`src/rtl/mips_mc_control_pkg.sv`:
```
// mips_mc_pkg: state, opcode-class and strobe encodings plus the per-state strobe decode for the multicycle controller
package mips_mc_pkg;

    localparam int MEM_WAIT_MAX = 15;

    localparam logic [5:0] OP_RTYPE = 6'b000000;
    localparam logic [5:0] OP_LW    = 6'b100011;
    localparam logic [5:0] OP_SW    = 6'b101011;
    localparam logic [5:0] OP_ADDI  = 6'b001000;
    localparam logic [5:0] OP_ANDI  = 6'b001100;
    localparam logic [5:0] OP_ORI   = 6'b001101;
    localparam logic [5:0] OP_SLTI  = 6'b001010;
    localparam logic [5:0] OP_BEQ   = 6'b000100;
    localparam logic [5:0] OP_BNE   = 6'b000101;
    localparam logic [5:0] OP_J     = 6'b000010;

    localparam logic [1:0] ALU_ADD   = 2'b00;
    localparam logic [1:0] ALU_SUB   = 2'b01;
    localparam logic [1:0] ALU_FUNCT = 2'b10;
    localparam logic [1:0] ALU_IMM   = 2'b11;

    localparam logic [1:0] SRCB_B   = 2'b00;
    localparam logic [1:0] SRCB_4   = 2'b01;
    localparam logic [1:0] SRCB_SE  = 2'b10;
    localparam logic [1:0] SRCB_SE2 = 2'b11;

    localparam logic [1:0] PCSRC_ALU    = 2'b00;
    localparam logic [1:0] PCSRC_ALUOUT = 2'b01;
    localparam logic [1:0] PCSRC_JUMP   = 2'b10;

    typedef enum logic [3:0] {
        S_IDLE, S_FETCH, S_DECODE, S_MEM_ADDR, S_MEM_RD, S_MEM_WB, S_MEM_WR,
        S_EXEC, S_R_WB, S_I_EXEC, S_I_WB, S_BRANCH, S_JUMP, S_TRAP
    } state_t;

    typedef enum logic [2:0] {
        CL_RTYPE, CL_LOAD, CL_STORE, CL_IALU, CL_BRANCH, CL_JUMP, CL_ILLEGAL
    } op_class_t;

    typedef struct packed {
        logic       pc_write;
        logic       pc_write_cond;
        logic       branch_ne;
        logic       i_or_d;
        logic       mem_read;
        logic       mem_write;
        logic       ir_write;
        logic       reg_write;
        logic       reg_dst;
        logic       mem_to_reg;
        logic       alu_src_a;
        logic [1:0] alu_src_b;
        logic [1:0] alu_sel;
        logic [1:0] pc_src;
        logic       instr_done;
        logic       illegal;
    } ctrl_t;

    // Moore strobes for a state; FETCH carries ir_write/pc_write unconditionally and the top gates them
    function automatic ctrl_t ctrl_decode(input state_t s, input logic [5:0] op);
        ctrl_t c;
        c = '0;
        case (s)
            S_FETCH:    begin c.mem_read = 1'b1; c.alu_src_b = SRCB_4; c.ir_write = 1'b1; c.pc_write = 1'b1; end
            S_DECODE:   c.alu_src_b = SRCB_SE2;
            S_MEM_ADDR: begin c.alu_src_a = 1'b1; c.alu_src_b = SRCB_SE; end
            S_MEM_RD:   begin c.mem_read = 1'b1; c.i_or_d = 1'b1; end
            S_MEM_WB:   begin c.reg_write = 1'b1; c.mem_to_reg = 1'b1; c.instr_done = 1'b1; end
            S_MEM_WR:   begin c.mem_write = 1'b1; c.i_or_d = 1'b1; c.instr_done = 1'b1; end
            S_EXEC:     begin c.alu_src_a = 1'b1; c.alu_sel = ALU_FUNCT; end
            S_R_WB:     begin c.reg_write = 1'b1; c.reg_dst = 1'b1; c.instr_done = 1'b1; end
            S_I_EXEC:   begin c.alu_src_a = 1'b1; c.alu_src_b = SRCB_SE; c.alu_sel = ALU_IMM; end
            S_I_WB:     begin c.reg_write = 1'b1; c.instr_done = 1'b1; end
            S_BRANCH:   begin
                c.alu_src_a     = 1'b1;
                c.alu_sel       = ALU_SUB;
                c.pc_src        = PCSRC_ALUOUT;
                c.pc_write_cond = 1'b1;
                c.branch_ne     = (op == OP_BNE);
                c.instr_done    = 1'b1;
            end
            S_JUMP:     begin c.pc_src = PCSRC_JUMP; c.pc_write = 1'b1; c.instr_done = 1'b1; end
            S_TRAP:     begin c.illegal = 1'b1; c.instr_done = 1'b1; end
            default:    c = '0;
        endcase
        return c;
    endfunction

endpackage

```
`src/rtl/mips_mc_control_if.sv`:
```
// mips_mc_control_if: opcode/memory handshake in, datapath strobes out; master = controller, slave = datapath
interface mips_mc_control_if;
    logic [5:0] opcode;
    logic       mem_ready;
    logic       pc_write;
    logic       pc_write_cond;
    logic       branch_ne;
    logic       i_or_d;
    logic       mem_read;
    logic       mem_write;
    logic       ir_write;
    logic       reg_write;
    logic       reg_dst;
    logic       mem_to_reg;
    logic       alu_src_a;
    logic [1:0] alu_src_b;
    logic [1:0] alu_sel;
    logic [1:0] pc_src;
    logic       instr_done;
    logic       illegal;
    logic       mem_timeout;
    logic [3:0] state;

    modport master (
        input  opcode, mem_ready,
        output pc_write, pc_write_cond, branch_ne, i_or_d, mem_read, mem_write, ir_write,
               reg_write, reg_dst, mem_to_reg, alu_src_a, alu_src_b, alu_sel, pc_src,
               instr_done, illegal, mem_timeout, state
    );

    modport slave (
        output opcode, mem_ready,
        input  pc_write, pc_write_cond, branch_ne, i_or_d, mem_read, mem_write, ir_write,
               reg_write, reg_dst, mem_to_reg, alu_src_a, alu_src_b, alu_sel, pc_src,
               instr_done, illegal, mem_timeout, state
    );
endinterface

```
`src/rtl/mips_mc_control_opcode_class.sv`:
```
// mc_opcode_class: maps the IR opcode field to the instruction class used for dispatch
module mc_opcode_class
    import mips_mc_pkg::*;
(
    input  logic [5:0] i_opcode,
    output op_class_t  o_class
);
    // pure opcode lookup; anything unrecognised is illegal
    always_comb begin
        o_class = CL_ILLEGAL;
        case (i_opcode)
            OP_RTYPE:                         o_class = CL_RTYPE;
            OP_LW:                            o_class = CL_LOAD;
            OP_SW:                            o_class = CL_STORE;
            OP_ADDI, OP_ANDI, OP_ORI, OP_SLTI: o_class = CL_IALU;
            OP_BEQ, OP_BNE:                   o_class = CL_BRANCH;
            OP_J:                             o_class = CL_JUMP;
            default:                          o_class = CL_ILLEGAL;
        endcase
    end
endmodule

```
`src/rtl/mips_mc_control.sv`:
```
// mips_mc_control: multicycle MIPS sequencer; define MC_MEM_WAIT_EN to stall memory states on mem_ready with timeout
module mips_mc_control
    import mips_mc_pkg::*;
(
    input logic               clk,
    input logic               reset,
    mips_mc_control_if.master bus
);
    state_t    r_state;
    state_t    w_next;
    ctrl_t     r_ctrl;
    op_class_t w_class;
    logic      r_timeout;
    logic      w_ready;
    logic      w_expire;

    mc_opcode_class u_class (.i_opcode(bus.opcode), .o_class(w_class));

`ifdef MC_MEM_WAIT_EN
    logic [3:0] r_wait;
    logic       w_mem_state;
    assign w_mem_state = (r_state == S_FETCH) || (r_state == S_MEM_RD) || (r_state == S_MEM_WR);
    assign w_ready     = bus.mem_ready || !w_mem_state;
    assign w_expire    = !w_ready && (r_wait == 4'(MEM_WAIT_MAX - 1));
`else
    logic w_unused;
    assign w_unused = bus.mem_ready;
    assign w_ready  = 1'b1;
    assign w_expire = 1'b0;
`endif

    // next-state: memory states hold while not ready, a wait timeout overrides everything with TRAP
    always_comb begin
        w_next = r_state;
        case (r_state)
            S_IDLE:     w_next = S_FETCH;
            S_FETCH:    w_next = w_ready ? S_DECODE : S_FETCH;
            S_DECODE:   begin
                case (w_class)
                    CL_RTYPE:           w_next = S_EXEC;
                    CL_LOAD, CL_STORE:  w_next = S_MEM_ADDR;
                    CL_IALU:            w_next = S_I_EXEC;
                    CL_BRANCH:          w_next = S_BRANCH;
                    CL_JUMP:            w_next = S_JUMP;
                    default:            w_next = S_TRAP;
                endcase
            end
            S_MEM_ADDR: w_next = (w_class == CL_STORE) ? S_MEM_WR : S_MEM_RD;
            S_MEM_RD:   w_next = w_ready ? S_MEM_WB : S_MEM_RD;
            S_MEM_WR:   w_next = w_ready ? S_FETCH : S_MEM_WR;
            S_EXEC:     w_next = S_R_WB;
            S_I_EXEC:   w_next = S_I_WB;
            default:    w_next = S_FETCH;
        endcase
        if (w_expire) w_next = S_TRAP;
    end

    // state and strobes registered together so every strobe is a clean Moore output of the new state
    always_ff @(posedge clk or negedge reset) begin
        if (!reset) begin
            r_state   <= S_IDLE;
            r_ctrl    <= '0;
            r_timeout <= 1'b0;
`ifdef MC_MEM_WAIT_EN
            r_wait    <= '0;
`endif
        end else begin
            r_state   <= w_next;
            r_ctrl    <= ctrl_decode(w_next, bus.opcode);
            r_timeout <= r_timeout || w_expire;
`ifdef MC_MEM_WAIT_EN
            r_wait    <= (w_next == r_state) ? r_wait + 4'd1 : 4'd0;
`endif
        end
    end

    // w_ready is low only in a stalled memory state, so it holds back FETCH writes and the sw completion pulse
    assign bus.pc_write      = r_ctrl.pc_write && w_ready;
    assign bus.ir_write      = r_ctrl.ir_write && w_ready;
    assign bus.instr_done    = r_ctrl.instr_done && w_ready;
    assign bus.pc_write_cond = r_ctrl.pc_write_cond;
    assign bus.branch_ne     = r_ctrl.branch_ne;
    assign bus.i_or_d        = r_ctrl.i_or_d;
    assign bus.mem_read      = r_ctrl.mem_read;
    assign bus.mem_write     = r_ctrl.mem_write;
    assign bus.reg_write     = r_ctrl.reg_write;
    assign bus.reg_dst       = r_ctrl.reg_dst;
    assign bus.mem_to_reg    = r_ctrl.mem_to_reg;
    assign bus.alu_src_a     = r_ctrl.alu_src_a;
    assign bus.alu_src_b     = r_ctrl.alu_src_b;
    assign bus.alu_sel       = r_ctrl.alu_sel;
    assign bus.pc_src        = r_ctrl.pc_src;
    assign bus.illegal       = r_ctrl.illegal;
    assign bus.mem_timeout   = r_timeout;
    assign bus.state         = r_state;
endmodule

```
`src/flat_wrapper.sv`:
```
// flat-port wrapper written by rule: the top's interface ports become plain ports
module mips_mc_control_flat import mips_mc_pkg::*;
  (clk, reset, bus_opcode, bus_mem_ready, bus_pc_write, bus_pc_write_cond, bus_branch_ne, bus_i_or_d, bus_mem_read, bus_mem_write, bus_ir_write, bus_reg_write, bus_reg_dst, bus_mem_to_reg, bus_alu_src_a, bus_alu_src_b, bus_alu_sel, bus_pc_src, bus_instr_done, bus_illegal, bus_mem_timeout, bus_state);
  mips_mc_control_if bus_i ();
  input logic clk;
  input logic reset;
  input wire logic [$bits(bus_i.opcode)-1:0] bus_opcode;
  input wire logic [$bits(bus_i.mem_ready)-1:0] bus_mem_ready;
  output wire logic [$bits(bus_i.pc_write)-1:0] bus_pc_write;
  output wire logic [$bits(bus_i.pc_write_cond)-1:0] bus_pc_write_cond;
  output wire logic [$bits(bus_i.branch_ne)-1:0] bus_branch_ne;
  output wire logic [$bits(bus_i.i_or_d)-1:0] bus_i_or_d;
  output wire logic [$bits(bus_i.mem_read)-1:0] bus_mem_read;
  output wire logic [$bits(bus_i.mem_write)-1:0] bus_mem_write;
  output wire logic [$bits(bus_i.ir_write)-1:0] bus_ir_write;
  output wire logic [$bits(bus_i.reg_write)-1:0] bus_reg_write;
  output wire logic [$bits(bus_i.reg_dst)-1:0] bus_reg_dst;
  output wire logic [$bits(bus_i.mem_to_reg)-1:0] bus_mem_to_reg;
  output wire logic [$bits(bus_i.alu_src_a)-1:0] bus_alu_src_a;
  output wire logic [$bits(bus_i.alu_src_b)-1:0] bus_alu_src_b;
  output wire logic [$bits(bus_i.alu_sel)-1:0] bus_alu_sel;
  output wire logic [$bits(bus_i.pc_src)-1:0] bus_pc_src;
  output wire logic [$bits(bus_i.instr_done)-1:0] bus_instr_done;
  output wire logic [$bits(bus_i.illegal)-1:0] bus_illegal;
  output wire logic [$bits(bus_i.mem_timeout)-1:0] bus_mem_timeout;
  output wire logic [$bits(bus_i.state)-1:0] bus_state;
  assign bus_i.opcode = bus_opcode;
  assign bus_i.mem_ready = bus_mem_ready;
  assign bus_pc_write = bus_i.pc_write;
  assign bus_pc_write_cond = bus_i.pc_write_cond;
  assign bus_branch_ne = bus_i.branch_ne;
  assign bus_i_or_d = bus_i.i_or_d;
  assign bus_mem_read = bus_i.mem_read;
  assign bus_mem_write = bus_i.mem_write;
  assign bus_ir_write = bus_i.ir_write;
  assign bus_reg_write = bus_i.reg_write;
  assign bus_reg_dst = bus_i.reg_dst;
  assign bus_mem_to_reg = bus_i.mem_to_reg;
  assign bus_alu_src_a = bus_i.alu_src_a;
  assign bus_alu_src_b = bus_i.alu_src_b;
  assign bus_alu_sel = bus_i.alu_sel;
  assign bus_pc_src = bus_i.pc_src;
  assign bus_instr_done = bus_i.instr_done;
  assign bus_illegal = bus_i.illegal;
  assign bus_mem_timeout = bus_i.mem_timeout;
  assign bus_state = bus_i.state;
  mips_mc_control u_core (.clk(clk), .reset(reset), .bus(bus_i));
endmodule
```
`config.mk`:
```
export PLATFORM = sky130hd
export DESIGN_NAME = mips_mc_control_flat
export DESIGN_NICKNAME = d
export VERILOG_FILES = /design/src/rtl/mips_mc_control_pkg.sv /design/src/rtl/mips_mc_control_if.sv /design/src/rtl/mips_mc_control_opcode_class.sv /design/src/rtl/mips_mc_control.sv /design/src/flat_wrapper.sv
export SDC_FILE = /design/constraint.sdc
export NUM_CORES = 1
export LEC_CHECK = 0
export CAP_MARGIN = 20
export CORE_ASPECT_RATIO = 0.75
export CORE_MARGIN = 2
export CORE_UTILIZATION = 40
export CTS_CLUSTER_DIAMETER = 60
export CTS_CLUSTER_SIZE = 30
export DETAILED_ROUTE_END_ITERATION = 7
export GPL_TIMING_DRIVEN = 0
export PLACE_DENSITY = 0.67
export SLEW_MARGIN = 0
export SYNTH_ARGS = -nofsm -noshare
export SYNTH_HDL_FRONTEND = slang
export SYNTH_SLANG_ARGS = --single-unit
```
`constraint.sdc`:
```
create_clock -name clk -period 3.5 [get_ports clk]
set_clock_uncertainty 0.2 [all_clocks]
set_input_delay 0.35 -clock clk [delete_from_list [all_inputs] [get_ports clk]]
set_output_delay 0.35 -clock clk [all_outputs]
set_load 0.1 [all_outputs]
```
==> out/qor.csv <==
stage,metric,value,unit
route,vias after detailed routing,869,
clock_network,CTS H-tree depth,1,
grt,overflow left after global routing,0,
final_layout,final std cells w/o fill,167,
synthesis,share of the synthesized area in the top cell type,53.8,%
synthesis,top post-synthesis cells by area,"dfrtp_1 (54%), nor3_1 (2.3%), nor4b_4 (2.2%)",
synthesis,"Seq/Total Area, Yosys",53.8,%
final_layout,fin area,0.00145,sq mm
synthesis,Synth area leader,dfrtp_1,
floorplan,initial core utilization,41.4,%
run_status,outcome,finished clean,
timing,Worst Tran Pin Value,974,ps
synthesis,top_reg_cell synth,dfrtp_1,
synthesis,Post-synth ARST share,100,%
synthesis,Post-synth EDFFs,0,
setup_path,R2R Setup Slk,1350,ps
timing,final number of max-transition violations,0,
final_layout,ANT cells,0,
setup_path,worst-path fanout max,4,
timing,achievable frequency,0.405,GHz
synthesis,Post-Syn Area,0.00107,sq mm
synthesis,Yosys reg bits,23,
final_layout,Util after Layout,56.1,%
synthesis,Mapped Nets,106,
floorplan,I/O Pins,33,
route,drt pass-1 iters,4,
route,number of DRC markers in iteration 0,37,
synthesis,Unique masters post-synth,40,
floorplan,row count,16,
clock_network,Post-CTS Setup Repair Bufs,0,
final_layout,area delta synth->final,35.3,%
timing,Hold Fails Final Rpt,0,
grt,largest net degree at the start of global routing,24,
floorplan,Die Wd,63.7,um
route,DRT Wirelength,2.30,mm
timing,period utilisation layout,70.6,%
final_layout,fraction of layout cells with a size suffix above 1,10.7,%
timing,RSZ-0062 raised after global routing,no,
final_layout,Final #Nets,141,
clock_network,Max Buffers Root-to-Sink,2,
setup_path,crit path cell chain,clkdlybuf4s50_1,
grt,overall global routing resource usage,16.2,%
route,mean routed wirelength per cell,13.8,um
synthesis,Syn Inst Count,97,
clock_network,Clock transition at path regs,120,ps
synthesis,Yosys warning count,0,
placement,Buffers on Ports,29,
clock_network,CTS Hold Bufs,0,
clock_network,Sink Count,23,
clock_network,post-CTS resize count,0,
clock_network,Root Buffer,clkbuf_4,
synthesis,syn avg cell area,11.0,sq um
placement,Placed Cells incl. Taps,162,
setup_path,CP startpoint kind,register,
setup_path,Buf/Inv on CP,1,
grt,first-pass GRT wire length,3.87,mm
grt,initial antenna violation count,0,
timing,setup TNS,0,ps
job,Max-cap violations,0,
setup_path,Crit-path slowest cell,clkdlybuf4s50_1,
floorplan,core area,0.00258,sq mm
clock_network,worst-skew pair later-pin latency,300,ps
clock_network,CTS buffer count,3,
timing,min Tclk post-route,2470,ps
setup_path,crit path DAT,1920,ps
min_path,class of the worst hold path,input port to async pin,
route,Via density,5.20,
placement,GPL Wtd Cong,0.866,
placement,DP HPWL,1.68,mm
final_layout,max reg flops,4,
setup_path,cell count of the worst reg-to-reg path,6,
setup_path,CP peak stage delay,1160,ps
timing,Slew HR,34.8,%
floorplan,die outline area,0.00311,sq mm
route,post-detailed-route DRC marker count,0,
clock_network,TritonCTS clock tree,built,
setup_path,reg2reg start,u_core.bus.state[0]$_DFF_PN0_,
placement,DP Area,0.00141,sq mm
setup_path,CP top delay family,buffers and inverters,
setup_path,worst r2r dst,u_core.bus.pc_write$_DFF_PN0_,
setup_path,CP Capture Type,primary output,
timing,final setup fails,0,
setup_path,Crit Path Category,register to primary output,
floorplan,Die H,48.8,um
synthesis,"count leader, synth",dfrtp_1,
setup_path,worst path required time,2950,ps
grt,number of global-route vias before repair,809,
synthesis,"top cells by count, synth","dfrtp_1 (23), nor2_1 (6), nand2_1 (5), nor3_1 (5)",
route,Final ANT Viol Nets,0,
worst max-delay path by stage:
stage | startpoint | end | slack (ps) | depth (start not counted)
finish | u_core.bus.state[0]$_DFF_PN0_ | bus_state[0] | 1030 | 1
global route | u_core.bus.state[0]$_DFF_PN0_ | bus_state[0] | 960 | 1
CTS | u_core.bus.state[0]$_DFF_PN0_ | bus_state[0] | 1010 | 1
detailed placement | bus_opcode[1] | u_core.bus.instr_done$_DFF_PN0_ | 890 | 5
global placement | bus_opcode[1] | u_core.bus.instr_done$_DFF_PN0_ | 900 | 5
floorplan | u_core.bus.state[3]$_DFF_PN0_ | u_core.bus.instr_done$_DFF_PN0_ | 970 | 5
cell usage in the layout (no fill, tap or decap), types with 2 or more instances in the layout:
| cell type | netlist | routed |
|---|---|---|
| o31a_1 | 2 | 2 |
| inv_1 | 4 | 4 |
| nand2_1 | 5 | 5 |
| nor3_1 | 5 | 5 |
| dfrtp_1 | 23 | 23 |
| buf_2 | 2 | 2 |
| nand2b_1 | 2 | 2 |
| nand3_1 | 3 | 3 |
| mux2i_1 | 2 | 2 |
| o21a_1 | 2 | 2 |
| buf_4 | 3 | 3 |
| o21ai_0 | 4 | 4 |
| clkbuf_4 | 0 | 3 |
| nor2_1 | 6 | 6 |
| clkdlybuf4s50_1 | 0 | 29 |
| and3_1 | 3 | 3 |
| or3b_1 | 2 | 2 |
| a21oi_1 | 2 | 2 |
| nor2b_1 | 2 | 2 |
| o31ai_1 | 3 | 3 |
cell type report:
type,count,area (sq um)
fillers,229,1130
flip-flops and latches,23,576
multi-input cells,64,443
repair buffers,30,305
well taps,36,45.0
plain buffers,6,36.3
clock buffers,3,22.5
inverters,4,15.0
clock inverters,1,5.00
metal layers:
| layer | GRT usage [%] | vias up | wire length [um] |
|---|---|---|---|
| met3 | 5.08 | 4 | 120 |
| met1 | 22.5 | 413 | 1070 |
| met5 | 0 | - | 0 |
| met4 | 5.43 | 0 | 27 |
| met2 | 24.2 | 35 | 1080 |
| li1 | - | 417 | - |
cell families (layout without fill, tap and decap cells):
family / count (synthesis) / after routing / synth area share [%]
buf+inv: 10 / 44 / 4.79
compound gates: 22 / 22 / 16.6
other cells: 1 / 1 / 0.351
mux: 2 / 2 / 1.87
flops: 23 / 23 / 53.8
simple gates: 39 / 39 / 22.6
metrics by stage:
stage / setup slack, ps / hold WS, ps
after global routing: 963 / 201
after detailed placement: 895 / 450
final: 1030 / 170
after global placement: 900 / 431
after CTS: 1010 / 260
after floorplan: 973 / -146
Power is left out: the tool's default activity adds up to more than one toggle a clock period on the data nets, which glitch-free logic cannot reach.
